--- config.mk ---
export PLATFORM = sky130hd
export DESIGN_NAME = rv_iommu_ds_wr_arb
export DESIGN_NICKNAME = d
export VERILOG_FILES = /design/src/rtl/rv_iommu_ds_wr_arb.sv
export SDC_FILE = /design/constraint.sdc
export NUM_CORES = 1
export LEC_CHECK = 0
export CAP_MARGIN = 20
export CORE_AREA = 2 2 313 315
export CTS_BUF_LIST = sky130_fd_sc_hd__clkbuf_4 sky130_fd_sc_hd__clkbuf_8 sky130_fd_sc_hd__clkbuf_16
export CTS_CLUSTER_SIZE = 28
export DETAILED_ROUTE_END_ITERATION = 7
export DIE_AREA = 0 0 315 317
export SLEW_MARGIN = 20
export SYNTH_ARGS = -nofsm -noshare
export SYNTH_HDL_FRONTEND = slang
export SYNTH_SLANG_ARGS = --single-unit
export TNS_END_PERCENT = 100
--- constraint.sdc ---
create_clock -name clk_i -period 5.64 [get_ports clk_i]
set_input_delay 1.128 -clock clk_i [delete_from_list [all_inputs] [get_ports clk_i]]
set_output_delay 1.128 -clock clk_i [all_outputs]
set_load 0.1 [all_outputs]
--- src/rtl/rv_iommu_ds_wr_arb.sv ---
// Write-path scheduler for the IOMMU data-structure AXI port.
// Arbitrates CQ/FQ/MSI-IG/MRIF writers onto one AW/W master, serialises
// bursts, rewrites AWID to the requester index and routes B back by ID.

package rv_iommu_ds_wr_arb_pkg;

  localparam int unsigned IdWidth   = 4;
  localparam int unsigned AddrWidth = 64;
  localparam int unsigned DataWidth = 64;
  localparam int unsigned StrbWidth = DataWidth / 8;

  typedef struct packed {
    logic [IdWidth-1:0]   id;
    logic [AddrWidth-1:0] addr;
    logic [7:0]           len;
    logic [2:0]           size;
    logic [1:0]           burst;
  } aw_chan_t;

  typedef struct packed {
    logic [DataWidth-1:0] data;
    logic [StrbWidth-1:0] strb;
    logic                 last;
  } w_chan_t;

  typedef struct packed {
    logic [IdWidth-1:0] id;
    logic [1:0]         resp;
  } b_chan_t;

endpackage

module rv_iommu_ds_wr_arb #(
  parameter int unsigned NumReq         = 4,
  parameter int unsigned IdWidth        = rv_iommu_ds_wr_arb_pkg::IdWidth,
  parameter int unsigned MaxOutstanding = 4,
  parameter type aw_chan_t = rv_iommu_ds_wr_arb_pkg::aw_chan_t,
  parameter type w_chan_t  = rv_iommu_ds_wr_arb_pkg::w_chan_t,
  parameter type b_chan_t  = rv_iommu_ds_wr_arb_pkg::b_chan_t
) (
  input  logic                  clk_i,
  input  logic                  rst_ni,
  input  aw_chan_t [NumReq-1:0] req_aw_i,
  input  logic     [NumReq-1:0] req_aw_valid_i,
  output logic     [NumReq-1:0] req_aw_ready_o,
  input  w_chan_t  [NumReq-1:0] req_w_i,
  input  logic     [NumReq-1:0] req_w_valid_i,
  output logic     [NumReq-1:0] req_w_ready_o,
  output b_chan_t               req_b_o,
  output logic     [NumReq-1:0] req_b_valid_o,
  input  logic     [NumReq-1:0] req_b_ready_i,
  output aw_chan_t              mst_aw_o,
  output logic                  mst_aw_valid_o,
  input  logic                  mst_aw_ready_i,
  output w_chan_t               mst_w_o,
  output logic                  mst_w_valid_o,
  input  logic                  mst_w_ready_i,
  input  b_chan_t               mst_b_i,
  input  logic                  mst_b_valid_i,
  output logic                  mst_b_ready_o,
  output logic                  busy_o,
  output logic                  unexp_b_o
);

  localparam int unsigned IdxW = (NumReq > 1) ? $clog2(NumReq) : 1;
  localparam int unsigned CntW = $clog2(MaxOutstanding + 1);

  typedef enum logic [1:0] {
    ST_IDLE = 2'd0,
    ST_AW   = 2'd1,
    ST_W    = 2'd2
  } state_e;

  state_e          state_q, state_d;
  logic [IdxW-1:0] rr_ptr_q;
  logic [IdxW-1:0] gnt_q;
  logic [IdxW-1:0] gnt_idx;
  logic            gnt_found;
  int unsigned     cand;
  aw_chan_t        aw_q;
  aw_chan_t        aw_sel;
  logic [CntW-1:0] cnt_q [NumReq];
  logic [NumReq-1:0] elig;
  logic [NumReq-1:0] cnt_inc;
  logic [NumReq-1:0] cnt_dec;
  logic            aw_grant;
  logic            w_last_hs;
  logic            b_id_ok;
  logic            b_hit;
  logic [IdxW-1:0] b_idx;
  logic            unexp_b_q;

  // A requester competes only while it has AW valid and headroom in its counter
  always_comb begin
    for (int unsigned i = 0; i < NumReq; i++) begin
      elig[i] = req_aw_valid_i[i] && (cnt_q[i] < CntW'(MaxOutstanding));
    end
  end

  // Round-robin search for the first eligible index starting at rr_ptr
  always_comb begin
    gnt_found = 1'b0;
    gnt_idx   = '0;
    cand      = 0;
    for (int unsigned k = 0; k < NumReq; k++) begin
      cand = (32'(rr_ptr_q) + k) % NumReq;
      if (!gnt_found && elig[IdxW'(cand)]) begin
        gnt_found = 1'b1;
        gnt_idx   = IdxW'(cand);
      end
    end
  end

  // No handshake may be offered while reset is held: nothing would latch it
  assign aw_grant  = (state_q == ST_IDLE) && gnt_found && rst_ni;
  assign w_last_hs = (state_q == ST_W) && req_w_valid_i[gnt_q] && mst_w_ready_i
                     && req_w_i[gnt_q].last;

  // Granted AW payload with its ID replaced by the requester index
  always_comb begin
    aw_sel    = req_aw_i[gnt_idx];
    aw_sel.id = IdWidth'(gnt_idx);
  end

  // State register
  always_ff @(posedge clk_i or negedge rst_ni) begin
    if (!rst_ni) state_q <= ST_IDLE;
    else         state_q <= state_d;
  end

  // Next-state logic: grant, forward AW, stream W until last beat
  always_comb begin
    state_d = state_q;
    case (state_q)
      ST_IDLE: if (aw_grant)       state_d = ST_AW;
      ST_AW:   if (mst_aw_ready_i) state_d = ST_W;
      ST_W:    if (w_last_hs)      state_d = ST_IDLE;
      default:                     state_d = ST_IDLE;
    endcase
  end

  // Handshake outputs decoded from the state; W is a pass-through of the owner
  always_comb begin
    req_aw_ready_o = '0;
    req_w_ready_o  = '0;
    mst_aw_valid_o = 1'b0;
    mst_w_valid_o  = 1'b0;
    case (state_q)
      ST_IDLE: if (aw_grant) req_aw_ready_o[gnt_idx] = 1'b1;
      ST_AW:   mst_aw_valid_o = 1'b1;
      ST_W: begin
        mst_w_valid_o        = req_w_valid_i[gnt_q];
        req_w_ready_o[gnt_q] = mst_w_ready_i;
      end
      default: ;
    endcase
  end

  assign mst_aw_o = aw_q;
  assign mst_w_o  = req_w_i[gnt_q];
  assign req_b_o  = mst_b_i;

  // Capture the granted burst and advance the round-robin pointer
  always_ff @(posedge clk_i or negedge rst_ni) begin
    if (!rst_ni) begin
      aw_q     <= '0;
      gnt_q    <= '0;
      rr_ptr_q <= '0;
    end else if (aw_grant) begin
      aw_q     <= aw_sel;
      gnt_q    <= gnt_idx;
      rr_ptr_q <= (gnt_idx == IdxW'(NumReq - 1)) ? '0 : gnt_idx + IdxW'(1);
    end
  end

  // B routing by ID; unknown IDs or idle requesters are swallowed
  always_comb begin
    req_b_valid_o = '0;
    mst_b_ready_o = 1'b1;
    cnt_dec       = '0;
    b_id_ok       = (32'(mst_b_i.id) < NumReq);
    b_idx         = IdxW'(mst_b_i.id);
    b_hit         = b_id_ok && (cnt_q[b_idx] != '0);
    if (b_hit) begin
      req_b_valid_o[b_idx] = mst_b_valid_i;
      mst_b_ready_o        = req_b_ready_i[b_idx];
      cnt_dec[b_idx]       = mst_b_valid_i && req_b_ready_i[b_idx];
    end
  end

  // Outstanding-write increment on AW handshake
  always_comb begin
    cnt_inc = '0;
    if ((state_q == ST_AW) && mst_aw_ready_i) cnt_inc[gnt_q] = 1'b1;
  end

  // Per-requester outstanding counters; simultaneous inc and dec cancel
  always_ff @(posedge clk_i or negedge rst_ni) begin
    if (!rst_ni) begin
      for (int unsigned i = 0; i < NumReq; i++) cnt_q[i] <= '0;
    end else begin
      for (int unsigned i = 0; i < NumReq; i++) begin
        if (cnt_inc[i] && !cnt_dec[i])      cnt_q[i] <= cnt_q[i] + CntW'(1);
        else if (!cnt_inc[i] && cnt_dec[i]) cnt_q[i] <= cnt_q[i] - CntW'(1);
      end
    end
  end

  // Registered one-cycle flag for every dropped B beat
  always_ff @(posedge clk_i or negedge rst_ni) begin
    if (!rst_ni) unexp_b_q <= 1'b0;
    else         unexp_b_q <= mst_b_valid_i && !b_hit;
  end

  assign unexp_b_o = unexp_b_q;

  // Busy while a burst is in flight or any write awaits its response
  always_comb begin
    busy_o = (state_q != ST_IDLE);
    for (int unsigned i = 0; i < NumReq; i++) begin
      if (cnt_q[i] != '0) busy_o = 1'b1;
    end
  end

endmodule

Word-level counts from Yosys, hierarchy flattened
Index checks and enable logic that the tools add are counted.

word-level totals
  register bits = 96
  input bits = 639
  output and inout bits = 177
  logic and storage cells = 160

operators by class
  add/sub/neg operators = 12
  order comparisons = 16
  eq/ne operators = 6
  multiplexer cells = 59
  bitwise logic cells = 4
  reductions and logical operators = 51

operators with widths
  kind                                                                                 count
  81-bit binary-select mux with 2-bit select                                           1
  73-bit binary-select mux with 2-bit select                                           1
  77-bit two-way mux                                                                   1
  73-bit two-way mux                                                                   1
  3-bit two-way mux                                                                    10
  1-bit logical AND                                                                    27
  4-bit two-way mux                                                                    6
  2-bit by 3-bit less-than comparator with 1-bit output, second input constant         7
  1-bit two-way mux                                                                    20
  2-bit two-way mux                                                                    8
  3-bit nonzero test                                                                   5
  3-bit by 1-bit adder with 3-bit output, second input constant                        4
  4-bit AND                                                                            3
  1-bit binary-select mux with 2-bit select                                            6
  1-bit zero test                                                                      12
  3-bit less-than comparator, second input constant                                    4
  3-bit by 1-bit subtractor with 3-bit output, second input constant                   4
  2-bit nonzero test                                                                   5
  3-bit binary-select mux with 2-bit select                                            1
  1-bit demux with 2-bit select                                                        3
  2-bit by 1-bit greater-or-equal comparator with 1-bit output, second input constant  3
  2-bit inequality test, second input constant                                         3
  2-bit one-hot mux with 3 select lines                                                1
  2-bit by 1-bit adder with 2-bit output, second input constant                        2
  8 further kinds                                                                      10

Longest topological paths before layout
Gate-level depths: netlist of the first run.

  word-level depth = 20
  depth in mapped cells = 11
  gate-level depth less buffers = 11

Worst setup path after synthesis of the first run
No wires, ideal clock.

  path type = input to output
  start = input port mst_b_i[2] in the netlist's numbering
  end = output port req_b_valid_o[2]
  data arrival time = 4.615 ns
  data required time = 4.512 ns
  path slack = -0.103 ns
  stages = 4
  buffers on the path = 1
  cells stage by stage = buf_2 -> mux4_2 -> or4b_1 -> nor3b_1

between the ends
  cells in the longest elaborated chain, start to end = 7
  elaborated cells on any way between the ends = 14
  classes of those cells = order compare (3); mux (6); bitwise (2); reduce/logical (3)

RTL lines
  what                                                                                                           line  RTL
  start: declaration                                                                                             58    input b_chan_t mst_b_i,
  parallel branches: the longest is 6 deep, another holds 2-bit by 3-bit less-than comparator with 1-bit output  -
  4-bit two-way mux (*)                                                                                          184   if (b_hit) begin
  end: declaration                                                                                               50    output logic [NumReq-1:0] req_b_valid_o,

Mark *: on every way between the ends. The select of a mux whose other input is x is not followed.

Worst setup path after layout of the first run
  start = input port mst_b_i[3] in the netlist's numbering
  end = output port req_b_valid_o[2]

The elaborated chain is that of the path after synthesis.

==> results of run 1 <==
-- worst max-delay path: stages --
cell             delay (ns)
clkdlybuf4s50_1        0.71
mux4_2                 0.37
or4b_1                 0.61
nor3b_1                0.40
buf_12                 0.23
-- cells in the final DEF (no fill, tap or decap), drive strengths merged, types with 5 or more instances in the layout --
cell type and count:
xor2 8, nand2 91, clkbuf 9, inv 12, and2 6, nor2 14
o221ai 77, buf 58, nand2b 7, dfrtp 96, nor3 9, diode 5
mux2i 154, mux4 76, clkdlybuf4s50 747, ha 8
-- logic make-up (layout without fill, tap and decap cells) --
kind of cell	after synthesis	count (layout)	share of synthesized area
flip-flops	96	96	0.305
adder cells (fa/ha/maj)	12	12	0.0228
XOR/XNOR	12	12	0.0133
AND/OR/NAND/NOR	148	148	0.0866
AO/OA/AOI/OAI	85	85	0.0920
buffers and inverters	79	829	0.0622
other	1	7	0.000475
multiplexers	234	234	0.418
-- where the power goes --
group	switching [mW]	internal, mW
Sequential	0.382	1.02
Clock	0.390	0.360
Combinational	6.02	2.44
Total	6.79	3.82
-- through the flow --
| step | hold slack [ns] | area [µm²] | std cells | setup TNS [ns] |
|---|---|---|---|---|
| after CTS | 0.496 | 17400 | 2694 | 0 |
| after floorplan | 0.464 | 7890 | 668 | -0.188 |
| after global routing | 0.516 | 17400 | 2695 | 0 |
| final | 0.494 | 17400 | 2699 | 0 |
| after detailed placement | 0.472 | 17100 | 2678 | 0 |
| after global placement | 0.470 | 17100 | 2678 | 0 |
-- state kept, by name, summed over array words and instances (netlist names) --
| name | cells |
|---|---|
| state_q | 2 |
| mst_aw_o | 77 |
| rr_ptr_q | 2 |
| gnt_q | 2 |
| unexp_b_o | 1 |
| cnt_q | 12 |
-- cell type report --
| cell class | count | area (µm²) | share of cell area |
|---|---|---|---|
| Timing Repair Buffer | 805 | 8000 | 0.460 |
| Multi-Input combinational cell | 493 | 5020 | 0.289 |
| Sequential cell | 96 | 2410 | 0.139 |
| Tap cell | 1276 | 1600 | 0.0918 |
| Clock buffer | 9 | 225 | 0.0129 |
| Clock inverter | 7 | 97.6 | 0.00561 |
| Inverter | 8 | 30.0 | 0.00173 |
| Antenna cell | 5 | 12.5 | 0.000719 |
-- routing by layer --
layer  vias to the layer above  global-route usage
met1                      4524               0.126
met5                         -                   0
met4                        18              0.0394
li1                       4109                   -
met3                        68              0.0463
met2                       524               0.220
-- worst max path at each step --
stage                     from               end  slack, ns  cells past startpoint
finish              mst_b_i[3]  req_b_valid_o[2]       1.05                      5
global route        mst_b_i[3]  req_b_valid_o[2]       0.91                      5
CTS                   gnt_q[0]       mst_w_o[65]        1.0                      3
detailed placement  mst_b_i[3]  req_b_valid_o[2]       1.05                      5
global placement    mst_b_i[3]  req_b_valid_o[2]       1.08                      5
floorplan           mst_b_i[2]  req_b_valid_o[2]      -0.10                      4
==> impl_metrics.tcl, run 1 <==
set metrics [dict create \
    r2r_setup_slack_ns 2.50 \
    first_iter_violations 380 \
    post-route-period-util 0.814 \
    cap_violations 0 \
    ys_types 40 \
    hold_depth 2 \
    fillers 10700 \
    synth_edf_count 0 \
    wl_met3_um 6010 \
    final_nets 2064 \
    final_util 0.181 \
    top_layer "met5" \
    grt_max_degree 104 \
    cts_resized 0 \
    vias_per_cell 3.42 \
    clk_latency_ns 0.41 \
    postSynthCellCount 667 \
    gr-total-overflow 0 \
    fmax_mhz 218 \
    cts_max_level 3 \
    dp_hpwl_um 54900 \
    portBuffers 793 \
    globalplace.congestion 0.875 \
    critPathLaunchType "input port" \
    core-area_mm2 0.0963 \
    grt_pass1_vias 9628 \
    period_needed_ns 4.59 \
    vias 9243 \
    cts_hold_buf 0 \
    postSynthAreaPerCell_um2 11.8 \
    grt_first_pass_wirelength_um 81100 \
    dr_wl_met2_um 32900 \
    initial_core_util 0.0819 \
    ant_nets 0 \
    die_h_um 317 \
    cts_made_buffers 9 \
    clk_path_buf_depth 2 \
    syn2layout_area_growth_pct 121 \
    wl_met1_um 22600 \
    ir_worst_vdd_mv 0.351 \
    synth_seq_cells 96 \
    track_usage 0.120 \
    r2r_start "cnt_q[11]" \
    post-place-ws_ns 1.05 \
    drc 0 \
    worstSetupPathType "input port to output port" \
    ys_warn_count 0 \
    ys_seq_area_frac 0.305 \
    synth_area_leader_cell "dfrtp_1" \
    outcome "completed" \
    synth-main-ff-cell "dfrtp_1" \
    slew_headroom 0.234 \
    synth_area_mm2 0.00789 \
    crit_path_end_kind "output port" \
    critPathRequiredTime_ns 4.51 \
    post_cts_buffers 0 \
    hp-start "mst_aw_o[43]" \
    hold_class "flop to flop" \
    power_density_mw_per_mm2 610 \
    ioPinCount 816 \
    finalSetupViolations 0 \
    postLayoutSetupSlackWorst_ns 1.05 \
    worstRegToRegCells 9 \
    synth_common_cells "mux2i_1, dfrtp_1, nand2_1, o221ai_1, mux4_2" \
    netlist.area_leader.share 0.305 \
    wirelength_um 63300 \
    crit_arrival_ns 3.46 \
    tightest_slew_ns 1.14 \
    die_x_um 315 \
    finalPower_mw 10.6 \
    yosys.cell_count.top_type "mux2i_1" \
    grt_setup_unrepaired "false" \
    drv_slew 0 \
    synth_area_leaders "dfrtp_1, mux4_2, mux2i_1, o221ai_1, nand2_1" \
    rows 114 \
    critPathMaxFanout 11 \
    avgRoutedWirePerCell_um 23.5 \
    ys_async_sr_fraction 1.00 \
    drive_gt1_frac 0.114 \
    first_pass_iters 4 \
    finalClockSkew_ns 0.00994 \
    clockRootBuffer "clkbuf_16" \
    total_leakage_power_nw 6.46 \
    cts.sinks 96 \
    dieArea_mm2 0.0999 \
    hold_viol 0 \
    antenna_found_initial 15 \
    r2r-end "cnt_q[7]" \
    hold_end "mst_aw_o[43]" \
    cts_tree "built" \
    path_clk_slew_ns 0.08 \
]
(Power assumes the default switching activity.)
==> inputs of run 2 (changes only) <==
- CORE_AREA: 2 2 313 315 -> 2 2 321 323
- DIE_AREA: 0 0 315 317 -> 0 0 323 325
- clock period: 5.64 -> 4.06 ns (I/O delays scaled with it)
==> impl_metrics.tcl, run 2 (synthesis results as in run 1) <==
set metrics [dict create \
    outcome "completed" \
    initial_core_util 0.0779 \
    drc 0 \
    drive_gt1_frac 0.160 \
    vias 9421 \
    cts_max_level 3 \
    hold_class "flop to flop" \
    clk_path_buf_depth 2 \
    vias_per_cell 3.36 \
    track_usage 0.124 \
    die_x_um 323 \
    dieArea_mm2 0.105 \
    cts_hold_buf 0 \
    grt_setup_unrepaired "false" \
    multi_input_area_mm2 0.00504 \
    ir_worst_vdd_mv 0.601 \
    largest_reg_flops 77 \
    grt_first_pass_wirelength_um 87700 \
    rows 117 \
    worstSetupPathType "input port to output port" \
    finalClockSkew_ns 0.0187 \
    setup_tns_ns 0 \
    final_common_cell "clkdlybuf4s50_1" \
    finalSetupViolations 0 \
    drv_slew 0 \
    total_leakage_power_nw 6.60 \
    post_cts_buffers 0 \
    crit_path_end_kind "output port" \
    hold_viol 0 \
    ant_nets 0 \
    first_pass_iters 4 \
    post-route-period-util 0.961 \
    cts_tree "built" \
    cts_resized 0 \
    period_needed_ns 3.90 \
    syn2layout_area_growth_pct 123 \
    clk_latency_ns 0.41 \
    gr-total-overflow 0 \
    die_h_um 325 \
    dp_hpwl_um 59600 \
    avgRoutedWirePerCell_um 24.0 \
    critPathRequiredTime_ns 3.25 \
    critPathMaxFanout 4 \
    wirelength_um 67400 \
    globalplace.congestion 0.898 \
    slowest_delay_ns 0.57 \
    post-place-ws_ns 0.144 \
    clockRootBuffer "clkbuf_16" \
    cts.sinks 96 \
    core-area_mm2 0.101 \
    mostFrequentLayoutCells "clkdlybuf4s50_1, mux2i_1, buf_4" \
    cts_made_buffers 9 \
    first_iter_violations 438 \
    final_nets 2074 \
    grt_pass1_vias 10100 \
    slew_headroom 0.283 \
    tightest_slew_ns 1.07 \
    fmax_mhz 256 \
    fillers 11400 \
    ff_latch_area_mm2 0.00241 \
    cap_violations 0 \
    ioPinCount 816 \
    crit_chain "clkdlybuf4s50_1, mux4_2, or4b_1, buf_4, nor3b_2, buf_12" \
    crit_arrival_ns 3.09 \
    antenna_found_initial 35 \
    portBuffers 793 \
    path_clk_slew_ns 0.07 \
    grt_max_degree 56 \
    hold_ws_ns 0.489 \
    postLayoutSetupSlackWorst_ns 0.157 \
    power_density_mw_per_mm2 837 \
    crit_path_top_delay_cell "clkdlybuf4s50_1" \
    critPathLaunchType "input port" \
]
-- run 2: critical path, delay by kind of cell --
kind / cells / cell delay (ns)
buf+inv: 3 / 0.97
mux: 1 / 0.54
simple gates: 2 / 0.76
-- run 2: where the power goes --
group / switching, mW / total [mW] / internal, mW
logic: 8.38 / 11.8 / 3.38
registers: 0.479 / 1.90 / 1.42
clock network: 0.495 / 1.07 / 0.575
-- run 2: worst paths after layout --
check                                   endpoint  cells past startpoint         start  slack, ns
min in group asynchronous              cnt_q[11]                      2        rst_ni       0.65
worst max-delay path            req_b_valid_o[2]                      6    mst_b_i[2]       0.16
worst min register to register      mst_aw_o[70]                      2  mst_aw_o[70]       0.49
max in group asynchronous           mst_aw_o[20]                      3        rst_ni       2.16
worst max register to register          cnt_q[4]                      9      cnt_q[5]       1.03
worst min-delay path                mst_aw_o[70]                      2  mst_aw_o[70]       0.49
-- run 2: layer usage --
| layer | part of all wire | GRT usage | vias up |
|---|---|---|---|
| li1 | - | - | 4129 |
| met1 | 0.36 | 0.133 | 4569 |
| met2 | 0.51 | 0.221 | 603 |
| met3 | 0.11 | 0.0535 | 94 |
| met4 | 0.019 | 0.0347 | 26 |
| met5 | 0.0026 | 0 | - |
-- run 2: per-stage QoR --
stage	instance area [µm²]	total power [mW]	cells	util
6_report	17600	14.7	2802	0.174
5_1_grt	17600	15.4	2798	0.174
4_1_cts	17600	15.0	2795	0.174
3_5_place_dp	17200	13.8	2780	0.170
3_3_place_gp	17200	13.8	2780	0.170
2_1_floorplan	7920	10.5	668	-
-- run 2: layout make-up --
type	instances	share of cell area
clock inverters	4	0.00441
repair buffers	815	0.458
multi-input cells	493	0.287
clock buffers	11	0.0144
inverters	8	0.00171
diodes	7	0.000996
flip-flops and latches	96	0.137
well taps	1368	0.0973
